[src/rtl/cmd_dispatch_pkg.sv]
// -----------------------------------------------------------------------------
// cmd_dispatch_pkg
// Shared types and defaults for the UART command dispatcher.
//   - state_e          : dispatcher FSM states
//   - CODE_*           : state_code display values for IDLE/READY/NAK
//   - DEFAULT_*        : default client count, opcode table and NAK byte
//   - sel_width()      : width of a client index (never zero)
// -----------------------------------------------------------------------------
package cmd_dispatch_pkg;

    typedef enum logic [1:0] {
        ST_READY = 2'd0,
        ST_IDLE  = 2'd1,
        ST_RUN   = 2'd2,
        ST_NAK   = 2'd3
    } state_e;

    localparam logic [7:0] CODE_IDLE  = 8'h00;
    localparam logic [7:0] CODE_READY = 8'h01;
    localparam logic [7:0] CODE_NAK   = 8'hEE;

    localparam logic [7:0] DEFAULT_NAK_BYTE  = 8'h3F;
    localparam int         DEFAULT_N_CLIENTS = 8;

    // Slot 0 sits in the least significant byte: slot 0 = 8'h21 ... slot 7 = 8'h72.
    localparam logic [63:0] DEFAULT_OPCODES = 64'h7271_3125_2423_2221;

    // A single client still needs a one-bit index to keep ports legal.
    function automatic int sel_width(input int n);
        sel_width = (n > 1) ? $clog2(n) : 1;
    endfunction

endpackage

[src/rtl/cmd_dispatch_opcode_match.sv]
// -----------------------------------------------------------------------------
// opcode_match
// Combinational lookup of a received byte in the flattened opcode table.
// Ports:
//   rx_data (in, 8)     : byte to look up
//   hit     (out, 1)    : at least one slot matches
//   idx     (out, SEL_W): lowest matching slot (0 when no hit)
// -----------------------------------------------------------------------------
module opcode_match
    import cmd_dispatch_pkg::*;
#(
    parameter int                     N_CLIENTS = DEFAULT_N_CLIENTS,
    parameter logic [N_CLIENTS*8-1:0] OPCODES   = DEFAULT_OPCODES,
    parameter int                     SEL_W     = sel_width(N_CLIENTS)
) (
    input  logic [7:0]       rx_data,
    output logic             hit,
    output logic [SEL_W-1:0] idx
);

    logic match_s;

    // Scan from the top slot down so the lowest matching slot is written last.
    always_comb begin
        hit     = 1'b0;
        idx     = '0;
        match_s = 1'b0;
        for (int i = N_CLIENTS - 1; i >= 0; i--) begin
            match_s = (OPCODES[8*i +: 8] == rx_data);
            hit     = hit | match_s;
            idx     = match_s ? SEL_W'(i) : idx;
        end
    end

endmodule

[src/rtl/cmd_dispatch.sv]
// -----------------------------------------------------------------------------
// cmd_dispatch
// Table-driven UART command dispatcher. Decodes an opcode byte, grants one
// client a one-hot activate, routes that client's transmit stream to the
// shared UART transmitter, and NAKs unknown opcodes.
// Optional feature: define CMD_DISPATCH_TIMEOUT_EN to enable the per-command
// watchdog (forced abort after TIMEOUT_CYCLES cycles in RUN).
// Ports:
//   clk, reset (async, active-low)
//   rx_data/rx_ready           : byte stream from uart_rx
//   tx_active                  : uart_tx busy
//   client_done/_tx_data/_tx_start : per-client inputs, slot i at bit/byte i
//   client_activate            : one-hot (or zero) grant
//   tx_data/tx_start           : registered byte/start to uart_tx
//   state_code                 : display code (IDLE 00, READY 01, RUN opcode, NAK EE)
//   busy, err_unknown, err_timeout : status and one-cycle error pulses
// -----------------------------------------------------------------------------
module cmd_dispatch
    import cmd_dispatch_pkg::*;
#(
    parameter int                     N_CLIENTS      = DEFAULT_N_CLIENTS,
    parameter logic [N_CLIENTS*8-1:0] OPCODES        = DEFAULT_OPCODES,
    parameter logic [7:0]             NAK_BYTE       = DEFAULT_NAK_BYTE,
    parameter int                     TIMEOUT_W      = 28,
    parameter logic [TIMEOUT_W-1:0]   TIMEOUT_CYCLES = TIMEOUT_W'(28'd150_000_000)
) (
    input  logic                   clk,
    input  logic                   reset,
    input  logic [7:0]             rx_data,
    input  logic                   rx_ready,
    input  logic                   tx_active,
    input  logic [N_CLIENTS-1:0]   client_done,
    input  logic [N_CLIENTS*8-1:0] client_tx_data,
    input  logic [N_CLIENTS-1:0]   client_tx_start,
    output logic [N_CLIENTS-1:0]   client_activate,
    output logic [7:0]             tx_data,
    output logic                   tx_start,
    output logic [7:0]             state_code,
    output logic                   busy,
    output logic                   err_unknown,
    output logic                   err_timeout
);

    localparam int SEL_W = sel_width(N_CLIENTS);

    state_e               state_r;
    logic [SEL_W-1:0]     sel_r;
    logic [N_CLIENTS-1:0] activate_r;
    logic [7:0]           tx_data_r;
    logic                 tx_start_r;
    logic [7:0]           state_code_r;
    logic                 busy_r;
    logic                 err_unknown_r;

    logic                 hit_s;
    logic [SEL_W-1:0]     idx_s;
    logic                 sel_done_s;
    logic                 sel_tx_start_s;
    logic [7:0]           sel_tx_data_s;
    logic                 slot_s;

    function automatic logic [N_CLIENTS-1:0] onehot(input logic [SEL_W-1:0] s);
        onehot    = '0;
        onehot[s] = 1'b1;
    endfunction

    opcode_match #(
        .N_CLIENTS (N_CLIENTS),
        .OPCODES   (OPCODES),
        .SEL_W     (SEL_W)
    ) u_match (
        .rx_data (rx_data),
        .hit     (hit_s),
        .idx     (idx_s)
    );

    // Pick the selected client's done/tx signals out of the packed buses.
    always_comb begin
        sel_done_s     = 1'b0;
        sel_tx_start_s = 1'b0;
        sel_tx_data_s  = 8'h00;
        slot_s         = 1'b0;
        for (int i = 0; i < N_CLIENTS; i++) begin
            slot_s         = (sel_r == SEL_W'(i));
            sel_done_s     = slot_s ? client_done[i]        : sel_done_s;
            sel_tx_start_s = slot_s ? client_tx_start[i]    : sel_tx_start_s;
            sel_tx_data_s  = slot_s ? client_tx_data[8*i +: 8] : sel_tx_data_s;
        end
    end

`ifdef CMD_DISPATCH_TIMEOUT_EN
    logic [TIMEOUT_W-1:0] wd_r;
    logic                 err_timeout_r;
`else
    logic unused_cfg_s;
    assign unused_cfg_s = ^{1'b0, TIMEOUT_CYCLES};
`endif

    // Dispatcher FSM with all outputs registered.
    always_ff @(posedge clk or negedge reset) begin
        if (!reset) begin
            state_r       <= ST_READY;
            sel_r         <= '0;
            activate_r    <= '0;
            tx_data_r     <= 8'h00;
            tx_start_r    <= 1'b0;
            state_code_r  <= 8'h00;
            busy_r        <= 1'b0;
            err_unknown_r <= 1'b0;
`ifdef CMD_DISPATCH_TIMEOUT_EN
            wd_r          <= '0;
            err_timeout_r <= 1'b0;
`endif
        end else begin
            err_unknown_r <= 1'b0;
`ifdef CMD_DISPATCH_TIMEOUT_EN
            err_timeout_r <= 1'b0;
`endif
            case (state_r)
                // READY only moves on once rx_ready is low, so a byte that
                // was still pending at done/reset is never decoded.
                ST_READY: begin
                    activate_r <= '0;
                    tx_start_r <= 1'b0;
                    busy_r     <= 1'b0;
                    if (!rx_ready && !tx_active) begin
                        state_r      <= ST_IDLE;
                        state_code_r <= CODE_IDLE;
                    end else begin
                        state_code_r <= CODE_READY;
                    end
                end
                ST_IDLE: begin
                    tx_start_r <= 1'b0;
                    if (rx_ready && hit_s) begin
                        sel_r        <= idx_s;
                        activate_r   <= onehot(idx_s);
                        state_code_r <= rx_data;
                        busy_r       <= 1'b1;
                        state_r      <= ST_RUN;
`ifdef CMD_DISPATCH_TIMEOUT_EN
                        wd_r         <= '0;
`endif
                    end else if (rx_ready) begin
                        err_unknown_r <= 1'b1;
                        state_code_r  <= CODE_NAK;
                        busy_r        <= 1'b1;
                        state_r       <= ST_NAK;
                    end else begin
                        state_code_r <= CODE_IDLE;
                    end
                end
                ST_RUN: begin
                    tx_start_r <= sel_tx_start_s;
                    tx_data_r  <= sel_tx_data_s;
                    if (sel_done_s) begin
                        activate_r   <= '0;
                        busy_r       <= 1'b0;
                        state_code_r <= CODE_READY;
                        state_r      <= ST_READY;
                    end
`ifdef CMD_DISPATCH_TIMEOUT_EN
                    else if (wd_r == TIMEOUT_CYCLES - TIMEOUT_W'(1)) begin
                        err_timeout_r <= 1'b1;
                        activate_r    <= '0;
                        busy_r        <= 1'b0;
                        state_code_r  <= CODE_READY;
                        state_r       <= ST_READY;
                    end
`endif
                    else begin
`ifdef CMD_DISPATCH_TIMEOUT_EN
                        wd_r <= wd_r + TIMEOUT_W'(1);
`endif
                        state_r <= ST_RUN;
                    end
                end
                ST_NAK: begin
                    if (!tx_active) begin
                        tx_start_r   <= 1'b1;
                        tx_data_r    <= NAK_BYTE;
                        busy_r       <= 1'b0;
                        state_code_r <= CODE_READY;
                        state_r      <= ST_READY;
                    end else begin
                        tx_start_r <= 1'b0;
                    end
                end
                default: begin
                    activate_r   <= '0;
                    tx_start_r   <= 1'b0;
                    busy_r       <= 1'b0;
                    state_code_r <= CODE_READY;
                    state_r      <= ST_READY;
                end
            endcase
        end
    end

    assign client_activate = activate_r;
    assign tx_data         = tx_data_r;
    assign tx_start        = tx_start_r;
    assign state_code      = state_code_r;
    assign busy            = busy_r;
    assign err_unknown     = err_unknown_r;
`ifdef CMD_DISPATCH_TIMEOUT_EN
    assign err_timeout     = err_timeout_r;
`else
    assign err_timeout     = 1'b0;
`endif

endmodule
[config.mk]
export PLATFORM = sky130hd
export DESIGN_NAME = cmd_dispatch
export DESIGN_NICKNAME = d
export VERILOG_FILES = /design/src/rtl/cmd_dispatch_pkg.sv /design/src/rtl/cmd_dispatch_opcode_match.sv /design/src/rtl/cmd_dispatch.sv
export SDC_FILE = /design/constraint.sdc
export NUM_CORES = 1
export LEC_CHECK = 0
export CELL_PAD_IN_SITES_DETAIL_PLACEMENT = 0
export CELL_PAD_IN_SITES_GLOBAL_PLACEMENT = 1
export CORE_ASPECT_RATIO = 1.75
export CORE_UTILIZATION = 29
export CTS_BUF_LIST = sky130_fd_sc_hd__clkbuf_4 sky130_fd_sc_hd__clkbuf_8
export DETAILED_ROUTE_END_ITERATION = 10
export GPL_ROUTABILITY_DRIVEN = 0
export PLACE_DENSITY_LB_ADDON = 0.08
export SYNTH_ARGS = -nofsm -noshare
export SYNTH_HDL_FRONTEND = slang
export SYNTH_SLANG_ARGS = --single-unit
[constraint.sdc]
create_clock -name clk -period 2.7 [get_ports clk]
set_input_delay 0.54 -clock clk [delete_from_list [all_inputs] [get_ports clk]]
set_output_delay 0.54 -clock clk [all_outputs]
set_load 0.02 [all_outputs]
==> results by group, run 1 <==
Worst setup path
  – WP data arrival: 2590 ps
  – CP endpoint kind: flop
  – Critical path's slowest cell: clkdlybuf4s50_1
  – Crit Path Class: input pin to flop
  – CP Cell Sequence: clkdlybuf4s50_1 > nor3_1 > o311ai_1 > a31oi_1 > a21oi_4 > mux2_2
  – Worst path required time: ~2900 ps
  – Slowest stage delay, CP: 640 ps
  – CP Max Fanout: 9
  – Nature of the critical path startpoint: input pin
  – Delay-heaviest family, CP: compound AO/OA/AOI/OAI gates
  – Bufs and invs on worst path: 1

Pwr
  – Int Pwr: 1540 uW
  – Net Sw Power: 886 uW
  – Sequential Power Share: 29.9%
  – Leak: 0.00145 uW
  – PD cells: ~670 nW/um^2
  – Logic gate share of total power: 51.2%
  – VDD IR-drop max: 0.490 mV
  – Sw Ratio: 36.5%
  – Clock Power Share: 18.9%

Die
  – I/O pin total: 120
  – Die Wd: about 68 um
  – Core area: 7510 sq um
  – Initial Utilization: 29.8%
  – Die height: 118 um
  – Placement row count: 42
  – Die area: 8080 sq um

Yosys
  – Synth Flop Type: dfrtp_1
  – Synth warnings: 0
  – Seq/Total Area, Yosys: 35.8%
  – Syn avg cell area: 9.24 sq um
  – Post-Synthesis Cells: 242
  – Synth cell types: 50
  – Synth top cells by count: dfrtp_1, nor2_1, a21oi_1
  – Syn_nets: 334
  – Syn Std Cell Area: 2240 sq um
  – Top cell type's share of synthesized area: between 30% and 40%
  – Share of synthesized registers carrying an async set or reset: 100%
  – Synthesized flop and latch total: 32
  – Synth area leaders: dfrtp_1, mux2_2, mux2i_1
  – Leading area contributor after synthesis: dfrtp_1
  – Most common cell in the synthesized netlist: dfrtp_1
  – EDFF count, synth: 0

Status
  – Status: complete, no violations

Clocking
  – Clock sink count: 32
  – Clk_lat worst skew: around 290 ps
  – Post-CTS Hold Buffers: 0
  – Post-CTS resize count: 0
  – H-Tree Depth: 2
  – CTS root buffer: clkbuf_8
  – CTS tree: done
  – CTS Buf Count: 5
  – Clock Tree Buf Depth: 2
  – Post-CTS setup buffer count: 0
  – CTS clk-pin slew, worst paths: around 60 ps

Global route
  – Total global routing overflow: 0
  – Vias in the first global route: 2365
  – GRT Util Overall: roughly a fifth
  – Antenna violations before repair: 0
  – Pin count of the biggest net entering global routing: 33
  – Global-route wire length before repair: approximately 11000 um

Drt
  – Post-DRT Antenna Nets: 0
  – DR DRC count: 0
  – DR vias/cell: between 5 and 6
  – Initial DRC Count: 106
  – Pre-antenna DRT Iters: 4
  – Routed Wire Length: 7420 um
  – Drt wl/cell: around 16 um
  – Via count: about 2.3k

STA
  – Least-Margin Pin Slew: 634 ps
  – Slew Limit Fails: 0
  – Clock Skews: 5.74 ps
  – Slew HR: 57.6%
  – Final setup fails: 0
  – RSZ-0062 raised after global routing: false
  – Period utilization: 89.6%
  – Peak Freq: around 0.41 GHz
  – Tmin final: 2420 ps
  – Final hold vios: 0
  – Worst Hold Slack: between 400 and 500 ps
  – Setup_tns: 0 ps

Placed design
  – Buffers on Ports: approximately 120
  – HPWL Detailed: about 5900 um

Layout
  – Final net count: 456
  – Synth-to-Final Area Change: 63.3%
  – ANT cells: 0
  – Share of cells above drive strength 1: about 14%

Flow run
  – Max Cap Viol: 0

Hold path
  – HP Class: flop to flop
==> registers in the layout, summed over array words and instances, names as in the netlist <==
name,flops
client_activate,8
state_code,8
tx_data,8
sel_r,3
state_r,2
busy,1
err_unknown,1
tx_start,1
==> routing by layer <==
layer	track usage, %	part of all wire, %
met4	7.42	2.0
met5	0	0
met1	21.8	39
met3	3.09	8.0
met2	33.1	51
==> worst paths after layout <==
| check | cells after the start | start | slack (ps) | endpoint |
|---|---|---|---|---|
| min in group asynchronous | 2 | reset | 630 | state_code[0] |
| worst min register to register | 1 | state_code[7] | 480 | state_code[7] |
| worst max-delay path | 6 | rx_data[0] | 280 | client_activate[2] |
| max in group asynchronous | 2 | reset | 1770 | tx_data[6] |
| worst max register to register | 6 | sel_r[1] | 470 | client_activate[2] |
| worst min-delay path | 1 | state_code[7] | 480 | state_code[7] |
==> cells by family (layout without fill, tap and decap cells) <==
family | after synthesis | count (layout) | share of synthesized area (%)
AOI/OAI and AO/OA | 74 | 74 | 24.4
xor gates and xnor gates | 1 | 1 | 0.392
buffers and inverters | 28 | 151 | 6.44
DFF | 32 | 32 | 35.8
muxes | 33 | 33 | 17.1
other | 1 | 1 | 0.168
and+or+nand+nor | 73 | 73 | 15.7
==> through the flow <==
| stage | util, % | setup WS [ps] | area [sq um] | instances | total power, uW |
|---|---|---|---|---|---|
| CTS | 48.6 | 305 | 3650 | 453 | 2480 |
| global route | 48.6 | 141 | 3650 | 453 | 2610 |
| detailed placement | 47.1 | 39.5 | 3540 | 445 | 2000 |
| finish | 48.6 | 281 | 3650 | 453 | 2430 |
| global placement | 47.1 | 102 | 3540 | 445 | 1990 |
| floorplan | - | 632 | 2240 | 242 | 1450 |
==> worst register-to-register path: cells and delay by family (launching register included) <==
family                 cells  cell delay (ps)
buffers and inverters      1              290
multiplexers               1              370
AO/OA/AOI/OAI              2              450
flip-flops                 1              490
AND/OR/NAND/NOR            2              500
==> layout by cell type, fill, tap and decap left out, types with 2 or more instances in the layout <==
cell type,Yosys,layout
o22a_1,6,6
nand2b_1,5,5
nor2_1,26,26
a22o_1,4,4
nand3b_1,2,2
inv_1,8,8
clkbuf_8,0,5
o221ai_1,12,12
o211ai_1,3,3
o2bb2ai_1,3,3
nand2_1,15,15
a31oi_1,2,2
mux4_2,2,2
a21o_1,2,2
and2_1,2,2
buf_4,3,17
clkdlybuf4s50_1,0,118
nor3_1,10,10
a21oi_1,18,18
mux2i_1,13,13
dfrtp_1,32,32
nand3_1,3,3
mux2_2,17,17
or3b_2,2,2
o22ai_1,2,2
o21ai_0,10,10
or3_1,2,2
==> power by group through the flow <==
stage / Clock (uW) / Combinational [uW] / Sequential [uW]
global route: 501 / 1350 / 750
detailed placement: 0 / 1260 / 735
finish: 460 / 1240 / 727
global placement: 0 / 1260 / 733
CTS: 485 / 1270 / 730
floorplan: 0 / 605 / 847
==> cell type report <==
| type | count | area, sq um |
|---|---|---|
| Inverter | 8 | 30.0 |
| Sequential cell | 32 | 801 |
| Timing Repair Buffer | 135 | 1310 |
| Multi-Input combinational cell | 182 | 1290 |
| Fill cell | 754 | 3860 |
| Clock buffer | 6 | 76.3 |
| Clock inverter | 2 | 35.0 |
| Tap cell | 88 | 110 |
Note: power is estimated with default switching activity, not from simulation.
==> run 2: changes to the inputs <==
--- a/config.mk
+++ b/config.mk
@@ -13,6 +13,7 @@
 export DETAILED_ROUTE_END_ITERATION = 10
 export GPL_ROUTABILITY_DRIVEN = 0
 export PLACE_DENSITY_LB_ADDON = 0.08
+export SKIP_LAST_GASP = 1
 export SYNTH_ARGS = -nofsm -noshare
 export SYNTH_HDL_FRONTEND = slang
 export SYNTH_SLANG_ARGS = --single-unit
==> results of run 2 <==
The final DEF is identical to that of run 1; final timing and power are the same.
==> run 3: changes to the inputs <==
--- a/config.mk
+++ b/config.mk
@@ -8,11 +8,14 @@
 export CELL_PAD_IN_SITES_DETAIL_PLACEMENT = 0
 export CELL_PAD_IN_SITES_GLOBAL_PLACEMENT = 1
 export CORE_ASPECT_RATIO = 1.75
+export CORE_MARGIN = 1.5
 export CORE_UTILIZATION = 29
 export CTS_BUF_LIST = sky130_fd_sc_hd__clkbuf_4 sky130_fd_sc_hd__clkbuf_8
+export CTS_CLUSTER_SIZE = 25
 export DETAILED_ROUTE_END_ITERATION = 10
 export GPL_ROUTABILITY_DRIVEN = 0
 export PLACE_DENSITY_LB_ADDON = 0.08
+export RECOVER_POWER = 50
 export SKIP_LAST_GASP = 1
 export SYNTH_ARGS = -nofsm -noshare
 export SYNTH_HDL_FRONTEND = slang
==> run 3 against run 2 <==
The run now ends with capacitance limit, slew limit left. Clock skew grew 3.8 ps. Final area fell by 0.72%. First-iteration DRC count down 34%. Largest power group unchanged. Clock power fell by 2%. Register-to-register slack better by 100 ps.
==> results by group, run 3 (synthesized netlist as in run 1, its figures left out) <==
STA
  – Setup WS post-layout: 320 ps (was 281 ps)
  – Peak Freq: 0.420 GHz (was 0.413 GHz)
  – Slew HR: -15.7% (was 57.6%)
  – Setup_tns: 0 ps (unchanged)
  – Clock Skews: 9.56 ps (was 5.74 ps)
  – RSZ-0062 raised after global routing: false (unchanged)
  – Final setup fails: 0 (unchanged)
  – Period utilization: 88.1% (was 89.6%)
  – Slew Limit Fails: 33 (was 0)
  – Final hold vios: 0 (unchanged)
  – Tmin final: 2380 ps (was 2420 ps)
  – Least-Margin Pin Slew: 1730 ps (was 634 ps)

Pwr
  – Clock Power Share: 18.8% (was 18.9%)
  – Sequential Power Share: 30.2% (was 29.9%)
  – Sw Ratio: 36.8% (was 36.5%)
  – Power Total: 2410 uW (was 2430 uW)
  – VDD IR-drop max: 0.527 mV (was 0.490 mV)
  – Logic gate share of total power: 50.9% (was 51.2%)
  – Int Pwr: 1520 uW (was 1540 uW)
  – Leak: 0.00145 uW (about the same)
  – Net Sw Power: 887 uW (was 886 uW)
  – PD cells: 664 nW/um^2 (was 666 nW/um^2)

Die
  – Core area: 7510 sq um (unchanged)
  – Placement row count: 42 (unchanged)
  – Die Wd: 69.4 um (was 68.4 um)
  – Die area: 8270 sq um (was 8080 sq um)
  – Die height: 119 um (was 118 um)
  – I/O pin total: 120 (unchanged)
  – Initial Utilization: 29.8% (unchanged)

Flow run
  – Max Cap Viol: 1 (was 0)

Drt
  – Initial DRC Count: 70 (was 106)
  – DR vias/cell: 5.21 (was 5.18)
  – Drt wl/cell: 16.6 um (was 16.4 um)
  – DR DRC count: 0 (unchanged)
  – Routed Wire Length: 7470 um (was 7420 um)
  – Post-DRT Antenna Nets: 0 (unchanged)
  – Via count: 2346 (was 2345)
  – Pre-antenna DRT Iters: 4 (unchanged)

Layout
  – Final net count: 453 (was 456)
  – Area of the multi-input gates: 1290 sq um (unchanged)
  – Share of cells above drive strength 1: 13.0% (was 14.0%)
  – Post-Layout Cell Count: 450 (was 453)
  – Util after Layout: 48.3% (was 48.6%)
  – FILL cells: 747 (was 754)
  – ANT cells: 0 (unchanged)
  – Register area: 801 sq um (unchanged)
  – Synth-to-Final Area Change: 62.2% (was 63.3%)
  – Most frequent cells in the layout: clkdlybuf4s50_1, dfrtp_1, nor2_1 (unchanged)
  – Most common cell after layout, fill and taps aside: clkdlybuf4s50_1 (unchanged)

Placed design
  – HPWL Detailed: 6000 um (was 5890 um)
  – Buffers on Ports: 118 (unchanged)
  – Setup slack at placement: 2.37 ps (was 39.5 ps)
  – Post-placement cell count: 442 (was 445)

Global route
  – Vias in the first global route: 2457 (was 2365)
  – Global-route wire length before repair: 12100 um (was 11500 um)
  – Pin count of the biggest net entering global routing: 33 (unchanged)
  – Antenna violations before repair: 0 (unchanged)
  – GRT Util Overall: 18.3% (was 18.9%)
  – Total global routing overflow: 0 (unchanged)

Clocking
  – CTS Buf Count: 5 (unchanged)
  – Clock Tree Buf Depth: 2 (unchanged)
  – CTS tree: done (unchanged)
  – Clk_lat worst skew: 290 ps (about the same)
  – CTS root buffer: clkbuf_8 (unchanged)
  – CTS clk-pin slew, worst paths: 70 ps (was 60 ps)
  – Post-CTS setup buffer count: 0 (unchanged)
  – Post-CTS resize count: 0 (unchanged)
  – H-Tree Depth: 2 (unchanged)
  – Post-CTS Hold Buffers: 0 (unchanged)
  – Clock sink count: 32 (unchanged)

Worst setup path
  – CP Cell Sequence: clkdlybuf4s50_1 > nor3_1 > o311ai_1 > a31oi_1 > a21oi_4 > mux2_2 (unchanged)
  – Crit Path Class: input pin to flop (unchanged)
  – CP Max Fanout: 10 (was 9)
  – CP endpoint kind: flop (unchanged)
  – WP data arrival: 2550 ps (was 2590 ps)
  – Worst path required time: 2870 ps (was 2880 ps)
  – Critical path's slowest cell: clkdlybuf4s50_1 (unchanged)
  – Slowest stage delay, CP: 670 ps (was 640 ps)
  – Nature of the critical path startpoint: input pin (unchanged)

Status
  – Status: finished, violations left (was complete, no violations)
  – Failing checks: capacitance limit, slew limit

Hold path
  – HP Class: flop to flop (unchanged)
## run 3: changes by cell type in the layout (fill, tap and decap cells not counted)
cell,change
clkbuf_1,+1
clkbuf_4,-1
buf_4,-4
dlygate4sd3_1,+12
clkdlybuf4s50_1,-12
clkinvlp_4,+1
## run 3: worst paths after layout
path	start	end	slack, ps	cells after the start
min in group asynchronous	reset	state_code[5]	1170	2
setup reg to reg	sel_r[1]	state_code[0]	570	5
hold / removal	state_code[7]	state_code[7]	480	1
setup / recovery	rx_data[0]	client_activate[7]	320	6
max in group asynchronous	reset	tx_data[6]	520	2
hold reg to reg	state_code[7]	state_code[7]	480	1
## run 3: worst max-delay path: cells and delay by family
family / cells / cell delay, ps
AO/OA/AOI/OAI: 3 / 830
buffers and inverters: 1 / 670
multiplexers: 1 / 380
AND/OR/NAND/NOR: 1 / 120
## run 3: through the flow
step                hold slack (ps)  area [sq um]
floorplan                       244          2240
global placement                467          3520
detailed placement              468          3520
CTS                             489          3630
global route                    503          3630
finish                          478          3630
## run 3: metal layers
layer	wire length, um	global-route usage [%]	vias up
met5	0	0	-
met4	147	6.74	0
met3	421	3.64	10
met2	3870	33.4	93
met1	3030	20.6	1106
li1	-	-	1137
## run 3: cell type report
class	instances	share of cell area, %
multi-input cells	182	35.6
repair buffers	132	35.4
flip-flops and latches	32	22.1
well taps	88	3.04
clock buffers	5	1.90
clock inverters	3	1.17
inverters	8	0.828
## run 3: power groups by stage
stage | combinational, uW | clock [uW] | sequential [uW]
3_3_place_gp | 1260 | 0 | 744
4_1_cts | 1270 | 470 | 735
5_1_grt | 1340 | 488 | 750
2_1_floorplan | 605 | 0 | 847
3_5_place_dp | 1260 | 0 | 740
6_report | 1230 | 453 | 728
